<file path="src/rtl/restoring_divider_pkg.sv">
//==============================================================================
// Module      : restoring_divider_pkg
// Description : Shared constants for the restoring divider: state encoding,
//               default operand width and divide-by-zero quotient fill.
// Revision    : 1.0 - initial release
//==============================================================================
`default_nettype none

package restoring_divider_pkg;

    localparam int c_default_width = 16;

    localparam logic [1:0] c_st_idle = 2'd0;
    localparam logic [1:0] c_st_run  = 2'd1;
    localparam logic [1:0] c_st_done = 2'd2;

    // Quotient is replicated from this bit on divide-by-zero (all-ones result)
    localparam logic c_dbz_fill = 1'b1;

endpackage : restoring_divider_pkg

`default_nettype wire

</file>
<file path="src/rtl/restoring_divider_trial_subtractor.sv">
//==============================================================================
// Module      : restoring_divider_trial_subtractor
// Description : Combinational a - b as a + ~b + 1; borrow is the inverted
//               carry-out, matching the adder blocks' carry-chain style.
// Revision    : 1.0 - initial release
//==============================================================================
`default_nettype none

module restoring_divider_trial_subtractor #(
    parameter int WIDTH = 17
) (
    input  logic [WIDTH-1:0] a,
    input  logic [WIDTH-1:0] b,
    output logic [WIDTH-1:0] diff,
    output logic             borrow
);

    logic [WIDTH:0] w_sum;

    assign w_sum  = {1'b0, a} + {1'b0, ~b} + {{WIDTH{1'b0}}, 1'b1};
    assign diff   = w_sum[WIDTH-1:0];
    assign borrow = ~w_sum[WIDTH];

endmodule : restoring_divider_trial_subtractor

`default_nettype wire

</file>
<file path="src/rtl/restoring_divider.sv">
//==============================================================================
// Module      : restoring_divider
// Description : Multi-cycle unsigned shift-and-subtract divider, one quotient
//               bit per clock, with start/busy/done handshake.
// Revision    : 1.0 - initial release
//==============================================================================
`default_nettype none

module restoring_divider
    import restoring_divider_pkg::*;
#(
    parameter int WIDTH = c_default_width,
    parameter int CNT_W = 5
) (
    input  logic             clk,
    input  logic             rst_n,
    input  logic             start,
    input  logic [WIDTH-1:0] dividend,
    input  logic [WIDTH-1:0] divisor,
    output logic             busy,
    output logic             done,
    output logic [WIDTH-1:0] quotient,
    output logic [WIDTH-1:0] remainder,
    output logic             div_by_zero
);

    logic [1:0]       r_state;
    logic [1:0]       w_state_nxt;
    logic [CNT_W-1:0] r_cnt;
    logic [WIDTH:0]   r_rem;
    logic [WIDTH-1:0] r_q;
    logic [WIDTH-1:0] r_div;
    logic [WIDTH-1:0] r_quotient;
    logic [WIDTH-1:0] r_remainder;
    logic             r_dbz;

    logic             w_accept;
    logic             w_div_zero;
    logic             w_last;
    logic [WIDTH:0]   w_rem_sh;
    logic [WIDTH:0]   w_trial;
    logic             w_borrow;
    logic [WIDTH:0]   w_rem_nxt;
    logic [WIDTH-1:0] w_q_nxt;
    logic             w_unused_rem_msb;

    assign w_accept   = start && ((r_state == c_st_idle) || (r_state == c_st_done));
    assign w_div_zero = (divisor == '0);
    assign w_last     = (r_cnt == CNT_W'(WIDTH - 1));

    // Remainder never exceeds the divisor after a step, so its MSB is always 0
    // going into the next shift; it exists only to make the borrow exact.
    assign w_unused_rem_msb = r_rem[WIDTH];
    assign w_rem_sh         = {r_rem[WIDTH-1:0], r_q[WIDTH-1]};

    restoring_divider_trial_subtractor #(
        .WIDTH (WIDTH + 1)
    ) u_trial_subtractor (
        .a      (w_rem_sh),
        .b      ({1'b0, r_div}),
        .diff   (w_trial),
        .borrow (w_borrow)
    );

    assign w_rem_nxt = w_borrow ? w_rem_sh : w_trial;
    assign w_q_nxt   = {r_q[WIDTH-2:0], ~w_borrow};

    always_ff @(posedge clk or negedge rst_n) begin
        if (!rst_n) begin
            r_state <= c_st_idle;
        end else begin
            r_state <= w_state_nxt;
        end
    end

    always_comb begin
        w_state_nxt = r_state;
        case (r_state)
            c_st_idle, c_st_done: begin
                if (start) begin
                    w_state_nxt = w_div_zero ? c_st_done : c_st_run;
                end else begin
                    w_state_nxt = c_st_idle;
                end
            end
            c_st_run: begin
                if (w_last) begin
                    w_state_nxt = c_st_done;
                end
            end
            default: w_state_nxt = c_st_idle;
        endcase
    end

    always_comb begin
        busy = (r_state == c_st_run);
        done = (r_state == c_st_done);
    end

    always_ff @(posedge clk or negedge rst_n) begin
        if (!rst_n) begin
            r_cnt       <= '0;
            r_rem       <= '0;
            r_q         <= '0;
            r_div       <= '0;
            r_quotient  <= '0;
            r_remainder <= '0;
            r_dbz       <= 1'b0;
        end else if (w_accept) begin
            if (w_div_zero) begin
                r_quotient  <= {WIDTH{c_dbz_fill}};
                r_remainder <= dividend;
                r_dbz       <= 1'b1;
            end else begin
                r_q   <= dividend;
                r_div <= divisor;
                r_rem <= '0;
                r_cnt <= '0;
            end
        end else if (r_state == c_st_run) begin
            r_q   <= w_q_nxt;
            r_rem <= w_rem_nxt;
            r_cnt <= r_cnt + CNT_W'(1);
            // Published results change only on completion, never mid-run
            if (w_last) begin
                r_quotient  <= w_q_nxt;
                r_remainder <= w_rem_nxt[WIDTH-1:0];
                r_dbz       <= 1'b0;
            end
        end
    end

    assign quotient    = r_quotient;
    assign remainder   = r_remainder;
    assign div_by_zero = r_dbz;

endmodule : restoring_divider

`default_nettype wire

</file>
<file path="config.mk">
export PLATFORM = sky130hd
export DESIGN_NAME = restoring_divider
export DESIGN_NICKNAME = d
export VERILOG_FILES = /design/src/rtl/restoring_divider_pkg.sv /design/src/rtl/restoring_divider_trial_subtractor.sv /design/src/rtl/restoring_divider.sv
export SDC_FILE = /design/constraint.sdc
export NUM_CORES = 1
export LEC_CHECK = 0
export BUFFER_PORTS_ARGS = -buffer_cell sky130_fd_sc_hd__buf_2
export CAP_MARGIN = 20
export CORE_ASPECT_RATIO = 1.5
export CORE_MARGIN = 2
export CORE_UTILIZATION = 45
export DETAILED_ROUTE_END_ITERATION = 16
export HOLD_SLACK_MARGIN = 0.05
export PLACE_DENSITY = 0.71
export REMOVE_ABC_BUFFERS = 1
export SYNTH_ARGS = -nofsm -noshare
export SYNTH_HDL_FRONTEND = slang
export SYNTH_SLANG_ARGS = --single-unit
</file>
<file path="constraint.sdc">
create_clock -name clk -period 2.8 [get_ports clk]
set_clock_uncertainty 0.15 [all_clocks]
set_input_delay 0.84 -clock clk [delete_from_list [all_inputs] [get_ports clk]]
set_output_delay 0.84 -clock clk [all_outputs]
set_load 0.005 [all_outputs]
</file>
==> Word level (Yosys, flattened, before mapping) <==
Cells that the tools add are included.
Widths: inputs -> output; s select.
{ "classes": {"addsub": 3, "multipliers": 0, "magnitude_cmp": 0, "shifts": 0, "n_bitwise": 2, "eq_ne": 6, "div_mod_pow": 0, "mux": 26, "n_reduce_logical": 10} }
{ "ops": {"columns": ["cell", "n"], "rows": [
  ["$mux 16", 15],
  ["$add 17x17->18", 1],
  ["$add 18x1->18 const B", 1],
  ["$not 16->17", 1],
  ["$logic_not 16->1", 1],
  ["$mux 5", 3],
  ["$mux 2", 3],
  ["$add 5x1->5 const B", 1],
  ["$eq 5x4->1 const B", 1],
  ["$mux 1", 4],
  ["$ne 2x1->1 const B", 2],
  ["$pmux 2 s2", 1],
  ["$reduce_and 2->1", 2],
  ["$reduce_bool 2->1", 2],
  ["$reduce_and 3->1", 1],
  ["$eq 2x1->1 const B", 1],
  ["$eq 2x2->1 const B", 1],
  ["$logic_not 2->1", 1],
  ["$ne 2x2->1 const B", 1],
  ["$reduce_or 2->1", 1],
  ["$logic_and 1x1->1", 1],
  ["$logic_or 1x1->1", 1],
  ["$not 1->1", 1]
]} }
{ "totals": {"out_inout_bits": 35, "in_bits": 35, "word_cells": 55, "latch_bits": 0, "romBits": 0, "mem_count": 0, "mem_bits_rw": 0, "ff_bits": 88} }

==> Depth between registers and ports, before layout <==
{ "depth": {"depth_word": 7, "ltp_mapped": 10, "depth_no_buf": 10} }

==> By module <==
From an unflattened synthesis, not the netlist that was laid out.
{ "unflattened": {"cells_unflattened": 524, "hier_area_um2": 4760.8} }
{ "by_module_without_submodules": {"columns": ["module", "cells_each", "n_inst", "area_each_um2", "seq_area_each_um2"], "rows": [
  ["restoring_divider", 373, 1, 3741.1, 2202.1],
  ["restoring_divider_trial_subtractor", 151, 1, 1019.7, 0.0]
]} }

==> Worst setup path before layout <==
Ideal clock, no wire load.
{ "synth_path": {"path_type": "reg2reg", "startpoint": "register r_rem[2]", "endpoint": "register r_remainder[0] (netlist: remainder[0])", "path_buffers": 0, "arrival_time_ns": 2.262, "stages_incl_launch_ff": 7, "setup_time_ns": 0.094, "period_less_slack_ns": 2.506, "setup_slack_ns": 0.294, "required_ns": 2.556, "cell_sequence": "dfrtp_1 ha_1 or4_4 o21ba_1 a211o_1 mux2_4 a221oi_2"} }
{ "synth_via": {"elab_chain_len": 6} }
{ "synth_rtl": {"columns": ["element", "line", "source"], "rows": [
  ["from (decl)", "restoring_divider.sv:30", "logic [WIDTH:0] r_rem;"],
  ["from (signal assigned)", "restoring_divider.sv:122", "r_rem <= w_rem_nxt;"],
  ["$add 17x17->18", "restoring_divider_trial_subtractor.sv:20", "assign w_sum = {1'b0, a} + {1'b0, ~b} + {{WIDTH{1'b0}}, 1'b1};"],
  ["$add 18x1->18", "restoring_divider_trial_subtractor.sv:20", null],
  ["$mux 16", "restoring_divider.sv:65", "assign w_rem_nxt = w_borrow ? w_rem_sh : w_trial;"],
  ["$mux 16", "restoring_divider.sv:125", "if (w_last) begin"],
  ["$mux 16", "restoring_divider.sv:120", "end else if (r_state == c_st_run) begin"],
  ["$mux 16", "restoring_divider.sv:109", "end else if (w_accept) begin"],
  ["to (signal assigned)", "restoring_divider.sv:112", "r_remainder <= dividend;"],
  ["to (signal assigned)", "restoring_divider.sv:127", "r_remainder <= w_rem_nxt[WIDTH-1:0];"],
  ["to (decl)", "restoring_divider.sv:34", "logic [WIDTH-1:0] r_remainder;"]
]} }
No other way between the ends. The select of a mux whose other input is x is not followed.
A chain may end at the register's enable or synchronous reset.

==> Worst setup path after layout <==
{ "layout_path": {"startpoint": "register r_rem[2]", "endpoint": "register r_remainder[4] (netlist: remainder[4])"} }
Same word-level chain as after synthesis.

==> flow_metrics.py <==
metrics = {
    "critical_path": {
        "critPathKind": "reg2reg",
        "endpoint_kind": "flop",
        "reg2reg_setup_slack_ns": 0.13,
        "crit_fanout": 6,
        "reg2reg_from": "r_rem[2]$_DFFE_PN0P_",
        "r2r-end": "remainder[4]$_DFFE_PN0P_",
        "required_ns": 2.90,
        "cp-start-kind": "flop",
        "ff2ff_path_depth": 7,
        "crit_arrival_ns": 2.76,
    },
    "final_layout": {
        "final_common_cell": "nand2_1",
        "final_area_um2": 5567,
        "final_cell_mix": "nand2_1, dfrtp_1, buf_2",
        "fillers": 946,
        "drive_gt1_share_pct": 19.93,
        "insertedDiodeCount": 0,
        "finalNetCount": 661,
        "area_growth_syn_to_layout_pct": 20.50,
    },
    "cts": {
        "cts.path.max_buffers": 2,
        "clk_pin_slew_ns": 0.06,
        "cts_buffers": 9,
        "cts_max_level": 3,
        "worstSkewPairLatency_ns": 0.34,
        "cts_tree": "built",
        "clock-sinks": 88,
        "clockRootBuffer": "clkbuf_16",
    },
    "detailed_routing": {
        "drc_errors": 0,
        "wirelength_mm": 11.79,
        "drt-pass1-iter-count": 5,
        "post_drt_wl_per_cell_um": 16.17,
        "vias": 4045,
        "antenna_left": 0,
        "via_per_inst": 5.549,
        "first_iter_violations": 206,
    },
    "yosys": {
        "synth_seq_cells": 88,
        "synth_edf_count": 0,
        "synthFlopType": "dfrtp_1",
        "synth_cells": 525,
        "syn-cell-area_um2": 4619,
        "synth.distinct_cells": 50,
        "ys_seq_area_share_pct": 47.67,
        "async_flop_share_pct": 100.0,
        "synth_warnings": 0,
        "syn_avg_cell_area_um2": 8.799,
    },
    "global_routing": {
        "grt_pass1_wl_mm": 19.24,
        "first_global_vias": 3910,
        "track_usage_pct": 22.32,
        "antenna_found_initial": 0,
        "overflow": 0,
        "grt_start_max_net_pins": 64,
    },
    "sta": {
        "setup_violations": 0,
        "slew_headroom_pct": 71.80,
        "period_minus_slack_ns": 2.666,
        "finalHoldViolCount": 0,
        "whs_ns": 0.2514,
        "tightestPinTransition_ns": 0.4175,
        "finalCritPeriodShare_pct": 95.23,
        "fin_tns_setup_ns": 0,
        "drv_slew": 0,
        "max_freq_mhz": 375.0,
        "rsz0062_at_grt": "no",
    },
    "die": {
        "die_area_um2": 11110,
        "fp-row-count": 45,
        "coreArea_um2": 10080,
        "start_util_pct": 45.83,
        "chipWidth_um": 86.73,
        "io_pins": 70,
        "die_h_um": 128.1,
    },
    "place": {
        "gp_congestion": 1.027,
        "hpwlAfterDp_mm": 8.565,
        "io_buffers": 69,
        "postPlaceCellArea_um2": 5235,
    },
    "power": {
        "powerDensity_nw_per_um2": 1465,
        "leakagePower_nw": 2.558,
        "ir_drop_mv": 0.4968,
    },
    "run_status": {
        "status": "finished, final reports clean",
    },
    "job": {
        "max_cap_viol_count": 0,
    },
    "worst_hold_path": {
        "min_path_type": "in2async",
    },
}
==> per-stage QoR <==
stage | std cells | setup WS (ns) | util (%) | power, mW
6_report | 729 | 0.1336 | 55.23 | 8.156
3_3_place_gp | 713 | 0.00003819 | 51.94 | 6.663
3_5_place_dp | 713 | -0.003348 | 51.94 | 6.798
5_1_grt | 729 | 0.02010 | 55.23 | 8.844
2_1_floorplan | 499 | -0.5050 | - | 5.355
4_1_cts | 729 | 0.05356 | 54.92 | 8.076
==> cells by family after synthesis <==
logic type	after synthesis	synth area share (%)
AND/OR/NAND/NOR	206	18.88
AO/OA/AOI/OAI	141	19.23
flip-flops	88	47.67
buffers and inverters	47	3.954
adder cells (fa/ha/maj)	19	5.309
XOR/XNOR	13	2.465
multiplexers	11	2.492
==> registers in the layout (all words and copies together), names as in the netlist <==
name,cells
r_cnt,5
quotient,16
r_state,2
div_by_zero,1
r_rem,16
r_q,16
r_div,16
remainder,16
==> worst max path at each step <==
| stage | start | endpoint | depth (start not counted) |
|---|---|---|---|
| 6_report | r_rem[2]$_DFFE_PN0P_ | remainder[4]$_DFFE_PN0P_ | 7 |
| 2_1_floorplan | start | r_rem[12]$_DFFE_PN0P_ | 5 |
| 3_5_place_dp | divisor[14] | remainder[15]$_DFFE_PN0P_ | 9 |
| 5_1_grt | r_rem[13]$_DFFE_PN0P_ | r_rem[10]$_DFFE_PN0P_ | 8 |
| 3_3_place_gp | divisor[14] | remainder[15]$_DFFE_PN0P_ | 9 |
| 4_1_cts | r_q[15]$_DFFE_PN0P_ | remainder[14]$_DFFE_PN0P_ | 10 |
==> power by group <==
part / switching [mW] / internal, mW
clock network: 0.485 / 0.738
logic: 2.58 / 2.03
registers: 0.404 / 1.92
total: 3.47 / 4.69
==> Yosys cell counts, drive strengths merged, types with 3 or more instances <==
library cell,number,area [um^2]
a211oi,8,60.06
a21o,4,30.03
a21oi,12,60.06
a31oi,18,112.6
and2,4,25.02
buf,3,17.52
clkbuf,23,86.33
dfrtp,88,2202
ha,18,225.2
inv,21,78.82
mux2i,10,100.1
nand2,120,450.4
nand2b,5,31.28
nand3,6,30.03
nand4,3,18.77
nor2,43,161.4
nor2b,4,25.02
nor3,10,50.05
nor4,5,31.28
o211ai,5,37.54
o21a,4,30.03
o21ai,61,305.3
o221ai,7,61.31
o2bb2a,4,40.04
xnor2,8,70.07
xor2,5,43.79
==> final cells by class <==
class                   instances  area [um^2]  share of cell area [%]
well taps                     117        146.4                   2.630
clock inverters                 3        40.04                  0.7193
multi-input cells             390         2268                   40.75
clock buffers                  13        260.3                   4.675
repair buffers                 97        570.5                   10.25
flip-flops and latches         88         2202                   39.56
inverters                      21        78.83                   1.416
==> critical path, cell delays in order (launching register included) <==
cell      delay (ns)
dfrtp_1         0.40
ha_1            0.24
or4_4           0.55
o21ba_1         0.24
a211o_4         0.39
buf_4           0.18
mux2i_1         0.15
a211oi_1        0.26
==> per-layer routing <==
metal	vias up	global-route usage, %	routed length [um]
met5	-	0	0
met4	0	7.813	253
met3	18	4.314	466
met2	119	38.82	6084
met1	1916	27.29	4982
li1	1992	-	-
==> timing repair <==
item / CTS / global route
hold buffers: 0 / 0
gates resized for setup: 0 / 7
setup endpoints to repair: 0 / 16
buffers inserted: 0 / 0
Power figures use the tool's default switching activity.
